==> src/rtl/mod_regread_if.sv <==
// Register-read stage bus: decode-side request, register file view,
// writeback retire, flush, and the registered operand output.
interface mod_regread_if;
   logic                 id_valid;
   logic                 id_ready;
   logic                 id_srcA_en;
   logic                 id_srcB_en;
   logic [3:0]           id_srcA;
   logic [3:0]           id_srcB;
   logic [15:0]          id_dst_mask;
   logic [63:0]          id_ctl;
   logic [15:0][63:0]    rf_data;
   logic                 wb_done_valid;
   logic [15:0]          wb_done_mask;
   logic                 flush;
   logic                 rr_valid;
   logic                 rr_ready;
   logic [63:0]          rr_opA;
   logic [63:0]          rr_opB;
   logic [15:0]          rr_dst_mask;
   logic [63:0]          rr_ctl;
   logic [15:0]          sb_busy;
   logic [15:0]          stall_cnt;
   logic                 sb_err;

   modport slave (
      input  id_valid, id_srcA_en, id_srcB_en, id_srcA, id_srcB,
      input  id_dst_mask, id_ctl, rf_data,
      input  wb_done_valid, wb_done_mask, flush, rr_ready,
      output id_ready, rr_valid, rr_opA, rr_opB, rr_dst_mask,
      output rr_ctl, sb_busy, stall_cnt, sb_err
   );

   modport master (
      output id_valid, id_srcA_en, id_srcB_en, id_srcA, id_srcB,
      output id_dst_mask, id_ctl, rf_data,
      output wb_done_valid, wb_done_mask, flush, rr_ready,
      input  id_ready, rr_valid, rr_opA, rr_opB, rr_dst_mask,
      input  rr_ctl, sb_busy, stall_cnt, sb_err
   );
endinterface

==> src/rtl/mod_regread.sv <==
// Register-read stage with a busy-bit scoreboard: stalls on RAW/WAW,
// captures operands into a one-deep output register, no bypassing.
module mod_regread (
   input logic          clk,
   input logic          reset,
   mod_regread_if.slave bus
);

   typedef enum logic [1:0] {EMPTY, FULL, STALL} state_t;

   state_t      state_q, state_d;
   logic        valid_q;
   logic [63:0] opa_q, opb_q, ctl_q;
   logic [15:0] dst_q, busy_q, cnt_q;
   logic        err_q;

   logic        rr_valid;
   logic        hazard, stalled, issue;
   logic [15:0] clr, set;
   logic [7:0]  opcode;
   logic        op_flag;

   // Output register is live only while the FSM is out of EMPTY.
   assign rr_valid = valid_q && (state_q != EMPTY);

   // Hazard, handshake and scoreboard update terms.
   always_comb begin
      hazard = (bus.id_srcA_en && busy_q[bus.id_srcA])
            || (bus.id_srcB_en && busy_q[bus.id_srcB])
            || ((bus.id_dst_mask & busy_q) != '0);
      bus.id_ready = reset && !hazard
                  && (!rr_valid || bus.rr_ready) && !bus.flush;
      issue   = bus.id_valid && bus.id_ready;
      stalled = bus.id_valid && hazard;
      clr     = bus.wb_done_valid ? bus.wb_done_mask : '0;
      set     = issue ? bus.id_dst_mask : '0;
      opcode  = bus.id_ctl[7:0];
      op_flag = (opcode >= 8'd80) && (opcode <= 8'd95);
   end

   // Next-state: flush empties, a waiting hazard reports STALL first.
   always_comb begin
      state_d = state_q;
      if (bus.flush)
         state_d = EMPTY;
      else if (stalled)
         state_d = STALL;
      else if (issue || (rr_valid && !bus.rr_ready))
         state_d = FULL;
      else
         state_d = EMPTY;
   end

   // FSM state register.
   always_ff @(posedge clk or negedge reset) begin
      if (!reset)
         state_q <= EMPTY;
      else
         state_q <= state_d;
   end

   // Output register: load on issue, drop on transfer or flush.
   always_ff @(posedge clk or negedge reset) begin
      if (!reset) begin
         valid_q <= 1'b0;
         opa_q   <= '0;
         opb_q   <= '0;
         dst_q   <= '0;
         ctl_q   <= '0;
      end else if (bus.flush) begin
         valid_q <= 1'b0;
      end else if (issue) begin
         valid_q <= 1'b1;
         opa_q   <= bus.id_srcA_en ? bus.rf_data[bus.id_srcA] : '0;
         opb_q   <= bus.id_srcB_en ? bus.rf_data[bus.id_srcB] : '0;
         dst_q   <= bus.id_dst_mask;
         ctl_q   <= bus.id_ctl;
      end else if (rr_valid && bus.rr_ready) begin
         valid_q <= 1'b0;
      end
   end

   // Scoreboard: set wins over a same-cycle clear, flush wipes all.
   always_ff @(posedge clk or negedge reset) begin
      if (!reset)
         busy_q <= '0;
      else if (bus.flush)
         busy_q <= '0;
      else
         busy_q <= (busy_q & ~clr) | set;
   end

   // Saturating count of cycles spent waiting on a hazard.
   always_ff @(posedge clk or negedge reset) begin
      if (!reset)
         cnt_q <= '0;
      else if (stalled && (cnt_q != 16'hFFFF))
         cnt_q <= cnt_q + 16'd1;
   end

   // Sticky error: retire of an idle bit, or a destination-less issue
   // of an opcode in the 80..95 range that should have a destination.
   always_ff @(posedge clk or negedge reset) begin
      if (!reset)
         err_q <= 1'b0;
      else if (((clr & ~busy_q) != '0)
            || (issue && (bus.id_dst_mask == '0) && op_flag))
         err_q <= 1'b1;
   end

   assign bus.rr_valid    = rr_valid;
   assign bus.rr_opA      = opa_q;
   assign bus.rr_opB      = opb_q;
   assign bus.rr_dst_mask = dst_q;
   assign bus.rr_ctl      = ctl_q;
   assign bus.sb_busy     = busy_q;
   assign bus.stall_cnt   = cnt_q;
   assign bus.sb_err      = err_q;

endmodule
==> src/flat_wrapper.sv <==
// flat-port wrapper written by rule: the top's interface ports become plain ports
module mod_regread_flat 
  (clk, reset, bus_id_valid, bus_id_srcA_en, bus_id_srcB_en, bus_id_srcA, bus_id_srcB, bus_id_dst_mask, bus_id_ctl, bus_rf_data, bus_wb_done_valid, bus_wb_done_mask, bus_flush, bus_rr_ready, bus_id_ready, bus_rr_valid, bus_rr_opA, bus_rr_opB, bus_rr_dst_mask, bus_rr_ctl, bus_sb_busy, bus_stall_cnt, bus_sb_err);
  mod_regread_if bus_i ();
  input logic clk;
  input logic reset;
  input wire logic [$bits(bus_i.id_valid)-1:0] bus_id_valid;
  input wire logic [$bits(bus_i.id_srcA_en)-1:0] bus_id_srcA_en;
  input wire logic [$bits(bus_i.id_srcB_en)-1:0] bus_id_srcB_en;
  input wire logic [$bits(bus_i.id_srcA)-1:0] bus_id_srcA;
  input wire logic [$bits(bus_i.id_srcB)-1:0] bus_id_srcB;
  input wire logic [$bits(bus_i.id_dst_mask)-1:0] bus_id_dst_mask;
  input wire logic [$bits(bus_i.id_ctl)-1:0] bus_id_ctl;
  input wire logic [$bits(bus_i.rf_data)-1:0] bus_rf_data;
  input wire logic [$bits(bus_i.wb_done_valid)-1:0] bus_wb_done_valid;
  input wire logic [$bits(bus_i.wb_done_mask)-1:0] bus_wb_done_mask;
  input wire logic [$bits(bus_i.flush)-1:0] bus_flush;
  input wire logic [$bits(bus_i.rr_ready)-1:0] bus_rr_ready;
  output wire logic [$bits(bus_i.id_ready)-1:0] bus_id_ready;
  output wire logic [$bits(bus_i.rr_valid)-1:0] bus_rr_valid;
  output wire logic [$bits(bus_i.rr_opA)-1:0] bus_rr_opA;
  output wire logic [$bits(bus_i.rr_opB)-1:0] bus_rr_opB;
  output wire logic [$bits(bus_i.rr_dst_mask)-1:0] bus_rr_dst_mask;
  output wire logic [$bits(bus_i.rr_ctl)-1:0] bus_rr_ctl;
  output wire logic [$bits(bus_i.sb_busy)-1:0] bus_sb_busy;
  output wire logic [$bits(bus_i.stall_cnt)-1:0] bus_stall_cnt;
  output wire logic [$bits(bus_i.sb_err)-1:0] bus_sb_err;
  assign bus_i.id_valid = bus_id_valid;
  assign bus_i.id_srcA_en = bus_id_srcA_en;
  assign bus_i.id_srcB_en = bus_id_srcB_en;
  assign bus_i.id_srcA = bus_id_srcA;
  assign bus_i.id_srcB = bus_id_srcB;
  assign bus_i.id_dst_mask = bus_id_dst_mask;
  assign bus_i.id_ctl = bus_id_ctl;
  assign bus_i.rf_data = bus_rf_data;
  assign bus_i.wb_done_valid = bus_wb_done_valid;
  assign bus_i.wb_done_mask = bus_wb_done_mask;
  assign bus_i.flush = bus_flush;
  assign bus_i.rr_ready = bus_rr_ready;
  assign bus_id_ready = bus_i.id_ready;
  assign bus_rr_valid = bus_i.rr_valid;
  assign bus_rr_opA = bus_i.rr_opA;
  assign bus_rr_opB = bus_i.rr_opB;
  assign bus_rr_dst_mask = bus_i.rr_dst_mask;
  assign bus_rr_ctl = bus_i.rr_ctl;
  assign bus_sb_busy = bus_i.sb_busy;
  assign bus_stall_cnt = bus_i.stall_cnt;
  assign bus_sb_err = bus_i.sb_err;
  mod_regread u_core (.clk(clk), .reset(reset), .bus(bus_i));
endmodule
==> config.mk <==
export PLATFORM = sky130hd
export DESIGN_NAME = mod_regread_flat
export DESIGN_NICKNAME = d
export VERILOG_FILES = /design/src/rtl/mod_regread_if.sv /design/src/rtl/mod_regread.sv /design/src/flat_wrapper.sv
export SDC_FILE = /design/constraint.sdc
export NUM_CORES = 1
export LEC_CHECK = 0
export BUFFER_PORTS_ARGS = -buffer_cell sky130_fd_sc_hd__buf_2
export CELL_PAD_IN_SITES_DETAIL_PLACEMENT = 1
export CELL_PAD_IN_SITES_GLOBAL_PLACEMENT = 1
export CORE_AREA = 2 2 530 532
export CTS_CLUSTER_SIZE = 40
export DETAILED_ROUTE_END_ITERATION = 8
export DIE_AREA = 0 0 532 534
export HOLD_SLACK_MARGIN = 0.12
export PLACE_DENSITY_LB_ADDON = 0.15
export SLEW_MARGIN = 10
export SYNTH_ARGS = -nofsm -noshare
export SYNTH_HDL_FRONTEND = slang
export SYNTH_SLANG_ARGS = --single-unit
==> constraint.sdc <==
create_clock -name clk -period 5.6 [get_ports clk]
set_input_delay 1.12 -clock clk [delete_from_list [all_inputs] [get_ports clk]]
set_output_delay 1.12 -clock clk [all_outputs]
set_load 0.01 [all_outputs]
==> metrics <==
Post-synth ARST share=1.000; critical path arrival=3.91 ns; Die X=532 µm; setup TNS=0 ns; sequential-to-total area share from yosys stat=0.2405; Port Buffers=1378; syn nets=2886; cts repair resizes=0; largest net degree at the start of global routing=109; Total Power=10.14 mW; CTS buffer count=40; #FFs+latches synth=244; Slew HR=0.2222; Root Buffer=clkbuf_16; P_leak=15.22 nW; final core occ=0.1371; Via density=3.763; initial antenna violation count=277; DR vias=25640; Setup Buffers After CTS=0; total clock sinks=244; RSZ-0062 raised after global routing=false; final setup skew=0.02499 ns; Cell variety after synth=45; Worst Setup End Kind=output pin; layout cell share with drive strength beyond 1=0.7342; die height=534 µm; worst vdd ir=0.0001855 V; Final nets=4126; DRC=0; placer's final routability congestion estimate=0.8377; # setup viols final=0; vias in the first global route=27180; GRT Util Overall=0.1593; clock latency on the worst-skew pair=0.63 ns; I/O pins=1379; WP data required=4.48 ns; hold crit path type=in2async; hold buffer count at CTS=0; grt total ovfl=0; PD cells=265.8 nW/µm²; Max Slew Vio Count=0; first-pass GRT wire length=299700 µm; Bufs on Longest Clock Path=3; initial DRC count=1381; Gate Count Post-Synth=1749; status=finished, final reports clean; Critical Path Fanout Max=13; Filler Cell Count=32320; Avg Inst Size Synth=14.52 µm²; P&R area growth vs syn=50.35%; CTS H-tree depth=2; # rows=194; Final Cycle Share=0.8989; final hold vios=0; detailed placement HPWL=196400 µm; clock slew seen by the registers of the worst setup and hold paths=0.07 ns; worst slew pin tran=1.167 ns; WL/cell=34.32 µm; Reg2Reg Setup Slack=2.02 ns; crit path kind=in2out; max-cap violations=0; core box area=278400 µm²; die area=284100 µm²; Final min period=5.034 ns; Starting Density=0.09118; Ys Warns=0; Routed Wire Length=233800 µm; Setup crit start kind=input pin; Mapped Area=25390 µm²; Post-synth EDFFs=0; Synth Flop Type=dfrtp_1; CTS tree=built; DRT Pass-1 Iters=7; ANT nets after route=0; Highest Clock Rate=0.1987 GHz
## area by class of cell
type                       count  area (µm²)  share of cell area
antenna                       73       182.7            0.004786
clock buffer                  56        1141             0.02990
clock inverter                14       170.2            0.004458
inverter                      17       63.81            0.001672
multi-input combinational   1268       18340              0.4806
sequential                   244        6106              0.1600
tap                         3724        4659              0.1221
timing repair buffer        1418        7502              0.1966
## sequential cells by signal (all words and copies together), names as in the netlist, 2 cells and up
register and count:
u_core.bus.rr_ctl 64, u_core.bus.rr_opA 64, u_core.bus.rr_opB 64, u_core.bus.rr_dst_mask 16
u_core.bus.sb_busy 16, u_core.bus.stall_cnt 16, u_core.state_q 2
## synth_stat cells, types with 2 or more instances
cell type | n | area, µm²
nor3_1 | 2 | 10.01
xnor2_1 | 13 | 113.9
nand2_1 | 138 | 518.0
dfrtp_1 | 244 | 6106
a21o_1 | 16 | 120.1
buf_1 | 54 | 202.7
buf_2 | 11 | 55.05
inv_1 | 17 | 63.81
a21oi_1 | 2 | 10.01
mux4_2 | 645 | 14530
buf_6 | 5 | 56.30
nand4_1 | 12 | 75.07
nor4_1 | 6 | 37.54
a211oi_1 | 17 | 127.6
a22oi_1 | 4 | 30.03
nand2b_1 | 3 | 18.77
o21ai_0 | 224 | 1121
o21ai_1 | 35 | 175.2
or4_1 | 2 | 15.01
mux2i_1 | 7 | 70.07
or3_1 | 2 | 12.51
nand3_1 | 13 | 65.06
and3_1 | 11 | 68.82
a221oi_1 | 6 | 52.55
clkbuf_1 | 142 | 533.0
nor2_1 | 5 | 18.77
a22o_1 | 6 | 52.55
mux2_2 | 83 | 934.7
clkbuf_2 | 8 | 40.04
## layout by cell type (no fill, tap or decap), drive strengths merged, types with 7 or more instances in the layout
cell type  count
buf         1416
mux4         645
o21ai        259
dfrtp        244
nand2        138
mux2          83
diode         73
clkbuf        58
inv           18
a211oi        17
a21o          16
nand3         13
xnor2         13
nand4         12
and3          11
mux2i          7
## worst max-delay path: stages
cell and delay, ns:
buf_8 0.18, mux4_2 0.53, and4b_1 0.22, or4_1 0.56, or4_4 0.58, nor3_1 0.38
buf_4 0.21, buf_2 0.13
## metal layers
metal / track usage / vias up / share of wire
met5: 0 / - / 0.0037
met4: 0.02899 / 138 / 0.021
met3: 0.06514 / 418 / 0.098
met2: 0.2705 / 1397 / 0.48
met1: 0.1890 / 13530 / 0.40
li1: - / 10160 / -
## per-stage QoR
stage                     worst slack [ns]  instance area [µm²]  hold slack [ns]  instances
after floorplan                     0.9197                25390           0.4770       1749
after global placement              0.5631                36670           0.4816       6671
after detailed placement            0.5339                36670           0.4882       6671
after CTS                           0.5212                37990           0.3192       6741
after global routing                0.4483                38040           0.3583       6762
final                               0.5662                38170           0.4009       6814
## cell families (layout without fill, tap and decap cells)
family | after synthesis | in the layout | share of synthesized area
AO/OA/AOI/OAI | 313 | 313 | 0.06752
XOR/XNOR | 13 | 13 | 0.004485
adder cells (fa/ha/maj) | 1 | 1 | 0.0004928
buffers and inverters | 237 | 1505 | 0.03746
flip-flops | 244 | 244 | 0.2405
multiplexers | 735 | 735 | 0.6118
other | 0 | 73 | 0
AND/OR/NAND/NOR | 206 | 206 | 0.03775
## worst paths after layout
check                                        startpoint                      end  cells past startpoint
worst min register to register  u_core.bus.stall_cnt[9]  u_core.bus.stall_cnt[9]                      1
worst max register to register   u_core.bus.sb_busy[13]    u_core.bus.rr_opA[25]                      8
worst min-delay path                              reset    u_core.bus.rr_opB[61]                      1
max in group asynchronous                         reset    u_core.bus.rr_opB[41]                      3
min in group clk                u_core.bus.stall_cnt[9]  u_core.bus.stall_cnt[9]                      1
worst max-delay path                     bus_id_srcA[0]             bus_id_ready                      8
## report_power, final
part | switching (mW) | total [mW] | leakage (nW) | internal, mW
Sequential | 0.357 | 2.77 | 3.12 | 2.41
Clock | 1.13 | 2.69 | 0.634 | 1.56
Combinational | 2.70 | 4.69 | 11.5 | 1.99
(Power assumes the default switching activity.)
